[config.mk]
export PLATFORM = sky130hd
export DESIGN_NAME = muon_decay_sequencer
export DESIGN_NICKNAME = d
export VERILOG_FILES = /design/src/rtl/muon_pkg.sv /design/src/rtl/event_fifo.sv /design/src/rtl/muon_decay_sequencer.sv
export SDC_FILE = /design/constraint.sdc
export NUM_CORES = 1
export LEC_CHECK = 0
export BUFFER_PORTS_ARGS = -buffer_cell sky130_fd_sc_hd__buf_2
export CAP_MARGIN = 20
export CORE_MARGIN = 4
export CORE_UTILIZATION = 50
export DETAILED_ROUTE_END_ITERATION = 8
export PLACE_DENSITY = 0.68
export SLEW_MARGIN = 20
export SYNTH_ARGS = -nofsm -noshare
export SYNTH_HDL_FRONTEND = slang
export SYNTH_SLANG_ARGS = --single-unit
[constraint.sdc]
create_clock -name clk -period 6.2 [get_ports clk]
set_clock_uncertainty 0.2 [all_clocks]
set_input_delay 0.93 -clock clk [delete_from_list [all_inputs] [get_ports clk]]
set_output_delay 0.93 -clock clk [all_outputs]
set_load 0.005 [all_outputs]
[src/rtl/muon_pkg.sv]
// muon_pkg: shared sequencer state encoding and counter widths.
package muon_pkg;
    typedef enum logic [1:0] {
        IDLE    = 2'd0,
        ARMED   = 2'd1,
        CAPTURE = 2'd2,
        DEAD    = 2'd3
    } state_t;
    localparam int EVW   = 32;
    localparam int DRW   = 16;
    localparam int DEADW = 16;
endpackage

[src/rtl/event_fifo.sv]
// event_fifo: first-word-fall-through event FIFO; a full FIFO still takes a push alongside a pop.
module event_fifo #(
    parameter int DEPTH = 16,
    parameter int DW    = 16
) (
    input  logic                     clk,
    input  logic                     rst,
    input  logic                     clr,
    input  logic                     push,
    input  logic                     pop,
    input  logic [DW-1:0]            wdata,
    output logic [DW-1:0]            rdata,
    output logic                     full,
    output logic                     empty,
    output logic [$clog2(DEPTH):0]   fill
);
    localparam int AW = $clog2(DEPTH);
    localparam int FW = AW + 1;
    logic [DW-1:0] mem_q [DEPTH];
    logic [AW-1:0] wp_q, rp_q;
    logic [FW-1:0] fill_q;
    logic          wr, rd;
    assign empty = fill_q == '0;
    assign full  = fill_q == FW'(DEPTH);
    assign rd    = pop && !empty;
    assign wr    = push && (!full || rd);
    assign fill  = fill_q;
    assign rdata = empty ? '0 : mem_q[rp_q];
    always_ff @(posedge clk or posedge rst) begin
        if (rst) begin
            wp_q   <= '0;
            rp_q   <= '0;
            fill_q <= '0;
        end else if (clr) begin
            wp_q   <= '0;
            rp_q   <= '0;
            fill_q <= '0;
        end else begin
            if (wr) wp_q <= wp_q + AW'(1);
            if (rd) rp_q <= rp_q + AW'(1);
            fill_q <= fill_q + FW'(wr) - FW'(rd);
        end
    end
    always_ff @(posedge clk) begin
        if (wr && !clr) mem_q[wp_q] <= wdata;
    end
endmodule

[src/rtl/muon_decay_sequencer.sv]
// muon_decay_sequencer: arms the trigger datapath, captures double-pulse delta times into a FIFO
// and enforces a post-event dead time.
module muon_decay_sequencer
    import muon_pkg::*;
#(
    parameter int DEPTH = 16,
    parameter int DW    = 16
) (
    input  logic                   clk,
    input  logic                   rst,
    input  logic                   enable,
    input  logic                   clear,
    input  logic [15:0]            dead_cycles,
    input  logic                   double_trig,
    input  logic [DW-1:0]          delta_time,
    output logic                   arm,
    output logic                   ev_valid,
    input  logic                   ev_ready,
    output logic [DW-1:0]          ev_data,
    output logic [$clog2(DEPTH):0] fill,
    output logic [31:0]            event_count,
    output logic [15:0]            drop_count
);
    state_t            state_q, state_d;
    logic              run_q, trig_q, arm_q;
    logic [DW-1:0]     lat_q;
    logic [DEADW-1:0]  dead_q;
    logic [EVW-1:0]    evc_q;
    logic [DRW-1:0]    drc_q;
    logic              full, empty, push, pop, acc, rise;
    assign rise        = double_trig && !trig_q;
    assign push        = state_q == CAPTURE && !clear;
    assign pop         = ev_ready && !empty;
    assign acc         = push && (!full || pop);
    assign arm         = arm_q;
    assign ev_valid    = !empty;
    assign event_count = evc_q;
    assign drop_count  = drc_q;
    // run_q holds the FSM in IDLE for the first edge after reset release
    always_comb begin
        state_d = !run_q ? IDLE :
                  state_q == IDLE    ? (enable ? ARMED : IDLE) :
                  state_q == ARMED   ? (!enable ? IDLE : rise ? CAPTURE : ARMED) :
                  state_q == CAPTURE ? DEAD :
                  dead_q > DEADW'(1) ? DEAD : enable ? ARMED : IDLE;
    end
    always_ff @(posedge clk or posedge rst) begin
        if (rst) begin
            state_q <= IDLE;
            run_q   <= 1'b0;
            trig_q  <= 1'b0;
            arm_q   <= 1'b0;
            lat_q   <= '0;
            dead_q  <= '0;
        end else begin
            state_q <= state_d;
            run_q   <= 1'b1;
            trig_q  <= double_trig;
            arm_q   <= state_d == ARMED;
            if (state_d == CAPTURE) lat_q <= delta_time;
            dead_q  <= state_q == CAPTURE ? dead_cycles :
                       dead_q != '0 ? dead_q - DEADW'(1) : dead_q;
        end
    end
    always_ff @(posedge clk or posedge rst) begin
        if (rst) begin
            evc_q <= '0;
            drc_q <= '0;
        end else if (clear) begin
            evc_q <= '0;
            drc_q <= '0;
        end else begin
            if (acc && evc_q != '1) evc_q <= evc_q + EVW'(1);
            if (push && !acc && drc_q != '1) drc_q <= drc_q + DRW'(1);
        end
    end
    event_fifo #(.DEPTH(DEPTH), .DW(DW)) u_fifo (
        .clk   (clk),
        .rst   (rst),
        .clr   (clear),
        .push  (push),
        .pop   (pop),
        .wdata (lat_q),
        .rdata (ev_data),
        .full  (full),
        .empty (empty),
        .fill  (fill)
    );
endmodule

### After elaboration in Yosys (flattened, before gate mapping)

Memory sizes are Yosys's and may differ from the RTL's.
Cells that the tools add are included.

| operators by class | value |
|---|---|
| $add $sub $neg | 7 |
| reduce and logical (&&, ||, !) cells | 25 |
| $lt $le $gt $ge | 1 |
| equality and inequality tests | 7 |
| mux-type cells | 22 |

Operator list:

| operator | count |
|---|---|
| 2-to-1 mux 16 bit | 5 |
| 2-to-1 mux 32 bit | 2 |
| adder 32 x 1 -> 32 bit, second input constant | 1 |
| != test 32 bit, second input constant | 1 |
| adder 16 x 1 -> 16 bit, second input constant | 1 |
| > comparator 16 x 1 -> 1 bit, second input constant | 1 |
| 2-to-1 mux 4 bit | 4 |
| != test 16 bit, second input constant | 1 |
| nonzero test 16 bit | 1 |
| subtractor 16 x 1 -> 16 bit, second input constant | 1 |
| 2-to-1 mux 2 bit | 7 |
| logical AND 1 bit | 10 |
| nonzero test 2 bit | 5 |
| adder 4 x 1 -> 4 bit, second input constant | 2 |
| adder 5 x 1 -> 5 bit | 1 |
| equality test 5 bit, second input constant | 1 |
| logical NOT 1 bit | 5 |
| logical NOT 5 bit | 1 |
| 2-to-1 mux 5 bit | 1 |
| subtractor 5 x 1 -> 5 bit | 1 |
| equality test 2 x 1 -> 1 bit, second input constant | 2 |
| equality test 2 bit, second input constant | 2 |
| 2-to-1 mux 1 bit | 3 |
| logical NOT 2 bit | 1 |
| logical OR 1 bit | 2 |

| word-level totals | value |
|---|---|
| word-level logic and storage cells | 74 |
| flip-flop bits (word level) | 98 |
| RAM bits | 256 |
| input bits | 38 |
| memories | 1 |

Memory list:

| memory | words | width | read ports | clocked after Yosys merged registers in | write ports | RTL line | RTL |
|---|---|---|---|---|---|---|---|
| u_fifo.mem_q | 16 | 16 | 1 | 0 | 1 | event_fifo.sv:19 | `logic [DW-1:0] mem_q [DEPTH];` |

### Depth between registers and ports, before layout

Gate-level depths: netlist of run 1.

| depth | value |
|---|---|
| word-level depth | 10 |
| mapped depth | 14 |

### Modules after synthesis

Synthesis of run 1 repeated with hierarchy kept, for this count alone.

| unflattened totals | value |
|---|---|
| cell total of the unflattened synthesis | 968 |
| area total of the unflattened synthesis | 15,109.5 um2 |

By module, submodules not included:

| module | cells an instance | area an instance (um2) | times used |
|---|---|---|---|
| event_fifo | 520 | 10,694.0 | 1 |
| muon_decay_sequencer | 448 | 4,415.5 | 1 |

### Worst setup path after synthesis of run 1

Ideal clock, no wire load.

| timing path | value |
|---|---|
| path kind | register to output |
| from | register u_fifo.rp_q[0] |
| to | output port ev_data[0] |
| required time | 5.070 ns |
| arrival | 2.068 ns |
| stages on the path, launching flop included | 6 |
| buffers on the path | 2 |
| path slack | 3.002 ns |
| path through | dfrtp_1 buf_2 buf_2 mux4_2 mux4_2 and2_1 |

| between the ends | value |
|---|---|
| word-level cells in the longest chain between the ends | 2 |

RTL lines:

| item | RTL line | RTL |
|---|---|---|
| start: declaration | event_fifo.sv:20 | `logic [AW-1:0] wp_q, rp_q;` |
| start signal: assignment | event_fifo.sv:40 | `if (rd) rp_q <= rp_q + AW'(1);` |
| memory read (16 x 16 bit) | - |  |
| 2-to-1 mux 16 bit | event_fifo.sv:28 | `assign rdata = empty ? '0 : mem_q[rp_q];` |
| end: declaration | muon_decay_sequencer.sv:19 | `output logic [DW-1:0] ev_data,` |

No other way between the ends.

### Worst setup path after layout of run 1

| timing path | value |
|---|---|
| from | register u_fifo.rp_q[1] |
| to | output port ev_data[10] |

Same word-level chain as after synthesis.

==> summary.md, run 1 <==
| Metric | Value |
|---|---|
| Register share of total power | `0.479` |
| Critical path's slowest cell | `dfrtp_2` |
| Gate power share | `0.169` |
| Synth Area in Simple Gates | `0.09076` |
| Post-synth top flop | `edfxtp_1` |
| Maximum net fanout on the critical path | `35` |
| Slowest cell delay on critical path | `900 ps` |
| Global-route wire length before repair | `51040 um` |
| Max Slew Vio Count | `0` |
| Maxcap violations | `0` |
| Largest cells by area after synthesis | `edfxtp_1 51%, dfrtp_1 16%, mux4_2 12%` |
| Syn Nets | `960` |
| Ports | `around 110` |
| Cell family with most CP delay | `multiplexers` |
| Synthesized flop and latch total | `roughly 350` |
| Worst-margin pin slew | `1198 ps` |
| Syn avg cell area | `16.51 um2` |
| Die height | `between 150 and 200 um` |
| CORE AREA | `approximately 30000 um2` |
| Clock latency on the worst-skew pair | `between 500 and 600 ps` |
| Tcrit/Tclk final | `0.7055` |
| FMAX | `about 230 MHz` |
| ANT cells | `0` |
| TritonRoute pass-1 iters | `5` |
| Int Power | `~4.6 mW` |
| Post-synthesis sequential area ratio | `0.6779` |
| CTS Buf Count | `37` |
| Synth Area in XOR/XNOR | `0.01991` |
| Port bufs | `between 100 and 150` |
| Vias per inst | `between 5 and 6` |
| Largest family of logic cells by synthesized area | `multiplexers` |
| Setup TNS | `0 ps` |
| Status | `finished, final reports clean` |
| Place WS | `around 2100 ps` |
| Critical Path RT | `approximately 5000 ps` |
| Hpwl dp | `19160 um` |
| Layout cells sized above 1 | `0.2794` |
| Netlist cell types | `59` |
| CTS tree | `yes` |
| Die ar. | `around 33000 um2` |
| Post-CTS setup buffers | `0` |
| Hold Path Class | `register to register` |
| Final worst slack | `~1800 ps` |
| Post-synthesis mux area share | `0.1367` |
| WP buf/inv | `2` |
| Grt ovf | `0` |
| Number of cell rows | `63` |
| Crit end category | `primary output` |
| Antenna violations before repair | `1` |
| Clock-pin slew on the worst setup and hold paths | `approximately 60 ps` |
| Critical path arrival | `approximately 3200 ps` |
| Leakage | `slightly above 6 nW` |
| Clock tree buffer depth | `3` |
| Cell Chain, Critical Path | `buf_4 -> mux4_2 -> mux4_2 -> and2_1 -> buf_2` |
| Vias | `~8600` |
| DRC violations left | `0` |
| Setup slack, reg-to-reg | `roughly 2600 ps` |
| Startpoint Class | `register` |
| Min cycle time layout | `around 4400 ps` |
| VDD IR-drop max | `179.6 uV` |
| Synth-to-layout area growth | `14.79%` |
| Starting DRT DRC Count | `625` |
| Relative slew slack | `0.2017` |
| Largest net degree at the start of global routing | `60` |
| Psw | `approximately 1.5 mW` |
| Most frequent CP cell | `mux4_2` |
| Post-Synth Adder-Cell Area | `0.01389` |
| Worst setup path category | `register to primary output` |
| Final wirelength | `between 30000 and 40000 um` |
| Async set or reset register ratio after synthesis | `0.2768` |
| Endpoints failing hold | `0` |
| P per Cell Area | `around 360 nW/um2` |
| Die X | `~180 um` |
| Part of the power in the clock network | `0.352` |
| Post-synth top area cell | `edfxtp_1` |
| Routed Antenna Nets | `0` |
| Switching Share | `0.2528` |
| # clock sinks | `roughly 350` |
| Cell area after synthesis | `about 15000 um2` |
| Top cell type's share of synthesized area | `0.5139` |
| Syn. warnings | `0` |
| Root Driver | `clkbuf_16` |
| Number of global-route vias before repair | `around 8700` |
| Compound-Gate Fraction of Synth Area | `0.04433` |
| CTS H-tree depth | `2` |
| Cells after synthesis | `~900` |
| Setup violators final | `0` |
| Initial Util | `0.5060` |
| RSZ-0062 raised after global routing | `false` |
| EDFF count, synth | `around 260` |
| Total Routing Usage GR | `0.1981` |
| Avg WL per Cell | `22.36 um` |
| Post-CTS Resized | `0` |
| RD Place Congestion | `0.8161` |
| Hold_buf cts | `0` |
| Layout Nets | `around 1100` |
registers in the layout, summed over array words and instances (netlist names):
register / flops
u_fifo.mem_q: 256
event_count: 32
dead_q: 16
drop_count: 16
lat_q: 16
u_fifo.fill: 5
u_fifo.rp_q: 4
u_fifo.wp_q: 4
state_q: 2
arm: 1
run_q: 1
trig_q: 1
cell type report:
type,count,area [um2]
Multi-Input combinational cell,492,4589
Fill cell,2262,12390
Timing Repair Buffer,122,685.7
Sequential cell,354,10140
Clock inverter,20,173.9
Tap cell,390,488.0
Inverter,20,78.83
Clock buffer,48,1010
cell usage after synthesis (10+ instances only):
cell and count:
nand4_1 15, and4_1 16, dfrtp_1 98, nand3_1 20
mux2_2 18, xnor2_1 22, a21oi_1 32, and2_1 25
buf_2 10, inv_1 19, ha_1 15, o21ai_0 23
nor3_1 10, nor2_1 55, edfxtp_1 256, xor2_1 12
mux4_2 80, nand2_1 31, clkbuf_1 23, or3_1 18
final timing paths:
check                      depth (start not counted)              end      startpoint
min in group asynchronous                          2  event_count[15]             rst
max reg2reg                                       12   u_fifo.fill[4]  u_fifo.fill[3]
min                                                2       state_q[0]           run_q
max                                                5      ev_data[10]  u_fifo.rp_q[1]
min reg2reg                                        2       state_q[0]           run_q
max in group asynchronous                          3   u_fifo.rp_q[0]             rst
power groups by stage:
stage / logic [mW] / clock network, mW / registers [mW]
5_1_grt: 1.15 / 2.31 / 2.96
4_1_cts: 0.985 / 2.19 / 2.99
6_report: 1.04 / 2.16 / 2.93
3_3_place_gp: 0.957 / 0 / 3.03
3_5_place_dp: 0.979 / 0 / 3.04
2_1_floorplan: 0.822 / 0 / 2.87
metal layers:
metal  GRT usage  wire length [um]  up-vias  share of wire
met5           0                12        -        0.00037
met2      0.3049             15240      281           0.47
met1      0.3000             14540     4419           0.45
li1            -                 -     3822              -
met4     0.04053               431        2          0.013
met3     0.03986              2115       44          0.065
layout by cell type (no fill, tap or decap), types with 4 or more instances in the layout:
master     count
clkbuf_1       9
o211ai_1       6
buf_4         12
inv_1         18
and3_1         9
xnor2_1       22
nand4_1       15
a21oi_1       32
nand3_1       20
or4_1          8
or3_1         18
dfrtp_1       96
o2111ai_1      5
xor2_1        12
clkbuf_16     39
mux2i_1        4
nor3b_1        5
ha_1          15
edfxtp_1     256
buf_2        108
and4_1        13
and2_1        23
nor2b_1        7
nand2_1       31
o31ai_1        9
mux4_2        80
nor2_1        55
nor3_1        10
o21ai_0       23
mux2_2        18
clkinv_1       6
a2111oi_2      4
clkinv_2      10
metrics by stage:
stage | utilization | std cells | area (um2) | power (mW) | hold WS [ps]
6_report | 0.5809 | 1446 | 17170 | 6.127 | 345.5
5_1_grt | 0.5809 | 1446 | 17170 | 6.420 | 355.4
4_1_cts | 0.5798 | 1445 | 17140 | 6.173 | 347.4
3_5_place_dp | 0.5397 | 1377 | 15950 | 4.019 | 337.5
3_3_place_gp | 0.5388 | 1376 | 15930 | 3.989 | 323.4
2_1_floorplan | - | 906 | 14960 | 3.692 | 304.7
tightest hold or removal path, delay by kind of cell (launching register included):
kind,cells,cell delay (ps)
flops,1,390
compound gates,2,120
cells by family after synthesis:
family / count (synthesis)
buffers and inverters: 60
other: 1
muxes: 102
adders and majority gates: 16
and+or+nand+nor: 239
DFF: 354
AOI/OAI and AO/OA: 100
xor gates and xnor gates: 34
Power figures use the tool's default switching activity.
==> inputs of run 2 (changes only) <==
==> constraint.sdc (replaced) <==
create_clock -name clk -period 4.6 [get_ports clk]
set_clock_uncertainty 0.2 [all_clocks]
set_input_delay 0.69 -clock clk [delete_from_list [all_inputs] [get_ports clk]]
set_output_delay 0.69 -clock clk [all_outputs]
set_load 0.005 [all_outputs]
==> summary.md, run 2 (synthesized netlist as in run 1, its figures left out) <==
| Metric | Value |
|---|---|
| Hold Path Class | `input port to register` |
| Clock latency on the worst-skew pair | `between 500 and 600 ps` |
| Layout cells sized above 1 | `0.2795` |
| Routed Antenna Nets | `0` |
| Worst setup path category | `register to primary output` |
| Die ar. | `about 33000 um2` |
| Maxcap violations | `0` |
| TritonRoute pass-1 iters | `5` |
| Cell Chain, Critical Path | `buf_12 -> mux4_2 -> mux4_2 -> and2_1 -> buf_2` |
| Clock tree buffer depth | `3` |
| Maximum net fanout on the critical path | `39` |
| Clock-pin slew on the worst setup and hold paths | `~60 ps` |
| ANT cells | `0` |
| Setup TNS | `0 ps` |
| Max Slew Vio Count | `0` |
| DRC violations left | `0` |
| Largest register FFs | `about 260` |
| Post-CTS setup buffers | `0` |
| Antenna violations before repair | `2` |
| P per Cell Area | `about 480 nW/um2` |
| Ports | `109` |
| Slowest cell delay on critical path | `between 800 and 900 ps` |
| Setup violators final | `0` |
| Avg WL per Cell | `approximately 22 um` |
| Number of global-route vias before repair | `roughly 8700` |
| Leakage | `between 6 and 7 nW` |
| Port bufs | `approximately 110` |
| WP buf/inv | `2` |
| Relative slew slack | `0.2624` |
| Layout Nets | `1091` |
| Number of cell rows | `63` |
| Root Driver | `clkbuf_16` |
| RSZ-0062 raised after global routing | `false` |
| Vias per inst | `5.820` |
| Cell family with most CP delay | `flip-flops` |
| CTS tree | `yes` |
| Critical path arrival | `~2900 ps` |
| Tcrit/Tclk final | `0.8234` |
| Critical path's slowest cell | `dfrtp_2` |
| Status | `finished, final reports clean` |
| CTS Buf Count | `37` |
| Min cycle time layout | `around 3800 ps` |
| Startpoint Class | `register` |
| Die height | `181.0 um` |
| CTS H-tree depth | `2` |
| Post-CTS Resized | `0` |
| # clock sinks | `between 300 and 400` |
| Critical Path RT | `roughly 3700 ps` |
| Top reg by flops | `u_fifo.mem_q` |
| Global-route wire length before repair | `49680 um` |
| RD Place Congestion | `roughly 0.78` |
| Initial Util | `0.5060` |
| Die X | `approximately 180 um` |
| VDD IR-drop max | `230.7 uV` |
| Starting DRT DRC Count | `659` |
| Vias | `approximately 8500` |
| Crit end category | `primary output` |
| Worst-margin pin slew | `about 1100 ps` |
| Total Routing Usage GR | `0.1924` |
| Endpoints failing hold | `0` |
| Grt ovf | `0` |
| CORE AREA | `~30000 um2` |
| Most common cell after layout, fill and taps aside | `edfxtp_1` |
| FMAX | `roughly 260 MHz` |
| Most frequent CP cell | `mux4_2` |
| Most frequent cells in the layout | `256 x edfxtp_1, 108 x buf_2, 96 x dfrtp_1, 80 x mux4_2, 55 x nor2_1` |
| Final wirelength | `31440 um` |
| Largest net degree at the start of global routing | `slightly above 70` |
| Hold_buf cts | `0` |
| Synth-to-layout area growth | `15.41%` |
| Final hold slack | `approximately 130 ps` |
| Hpwl dp | `around 19000 um` |
==> run 2: worst register-to-register path: stages, from the launching register on <==
cell and delay (ps):
dfrtp_1 400, inv_1 90, ha_1 160, nor3b_1 390, a211o_1 570, clkinv_2 320
ha_1 300, fa_1 400, a21oi_1 160, nor2_1 50, nor2_1 100, xnor2_1 120
nor2_1 50
==> run 2: layout make-up <==
type,instances,area (um2)
clock inverter,10,135.1
multi-input combinational,492,4583
fill,2279,12300
tap,390,488.0
clock buffer,58,1087
inverter,20,78.83
timing repair buffer,132,745.7
sequential,354,10140
==> run 2: worst paths after layout <==
kind                                startpoint               to  slack [ps]  depth (start not counted)
worst min-delay path               double_trig           trig_q         130                          1
worst max register to register  u_fifo.fill[2]   u_fifo.fill[4]        1140                         12
max in group asynchronous                  rst  event_count[13]        3010                          3
worst min register to register           run_q       state_q[0]         330                          2
min in group asynchronous                  rst              arm         210                          2
worst max-delay path            u_fifo.rp_q[1]      ev_data[10]         810                          5
==> run 2: report_power, final <==
group          switching (mW)  total, mW  internal [mW]  leakage (nW)
Sequential              0.258       3.92           3.66          3.63
Clock                    1.17       2.98           1.80         0.591
Combinational           0.647       1.44          0.791          1.98
==> run 2: layer usage <==
layer / part of all wire / vias to the layer above / GRT usage
met5: 0.00045 / - / 0
met4: 0.014 / 4 / 0.04023
met3: 0.063 / 42 / 0.03604
met2: 0.49 / 257 / 0.3096
met1: 0.44 / 4326 / 0.2805
li1: - / 3845 / -
==> run 2: per-stage QoR <==
step	utilization	cells	power [mW]	area, um2	setup WS, ps
after floorplan	-	906	4.976	14960	1148
after global placement	0.5426	1388	5.421	16040	1250
after detailed placement	0.5426	1388	5.450	16040	1178
after CTS	0.5840	1456	8.437	17260	797.1
after global routing	0.5840	1456	8.740	17260	703.7
final	0.5840	1456	8.334	17260	812.3
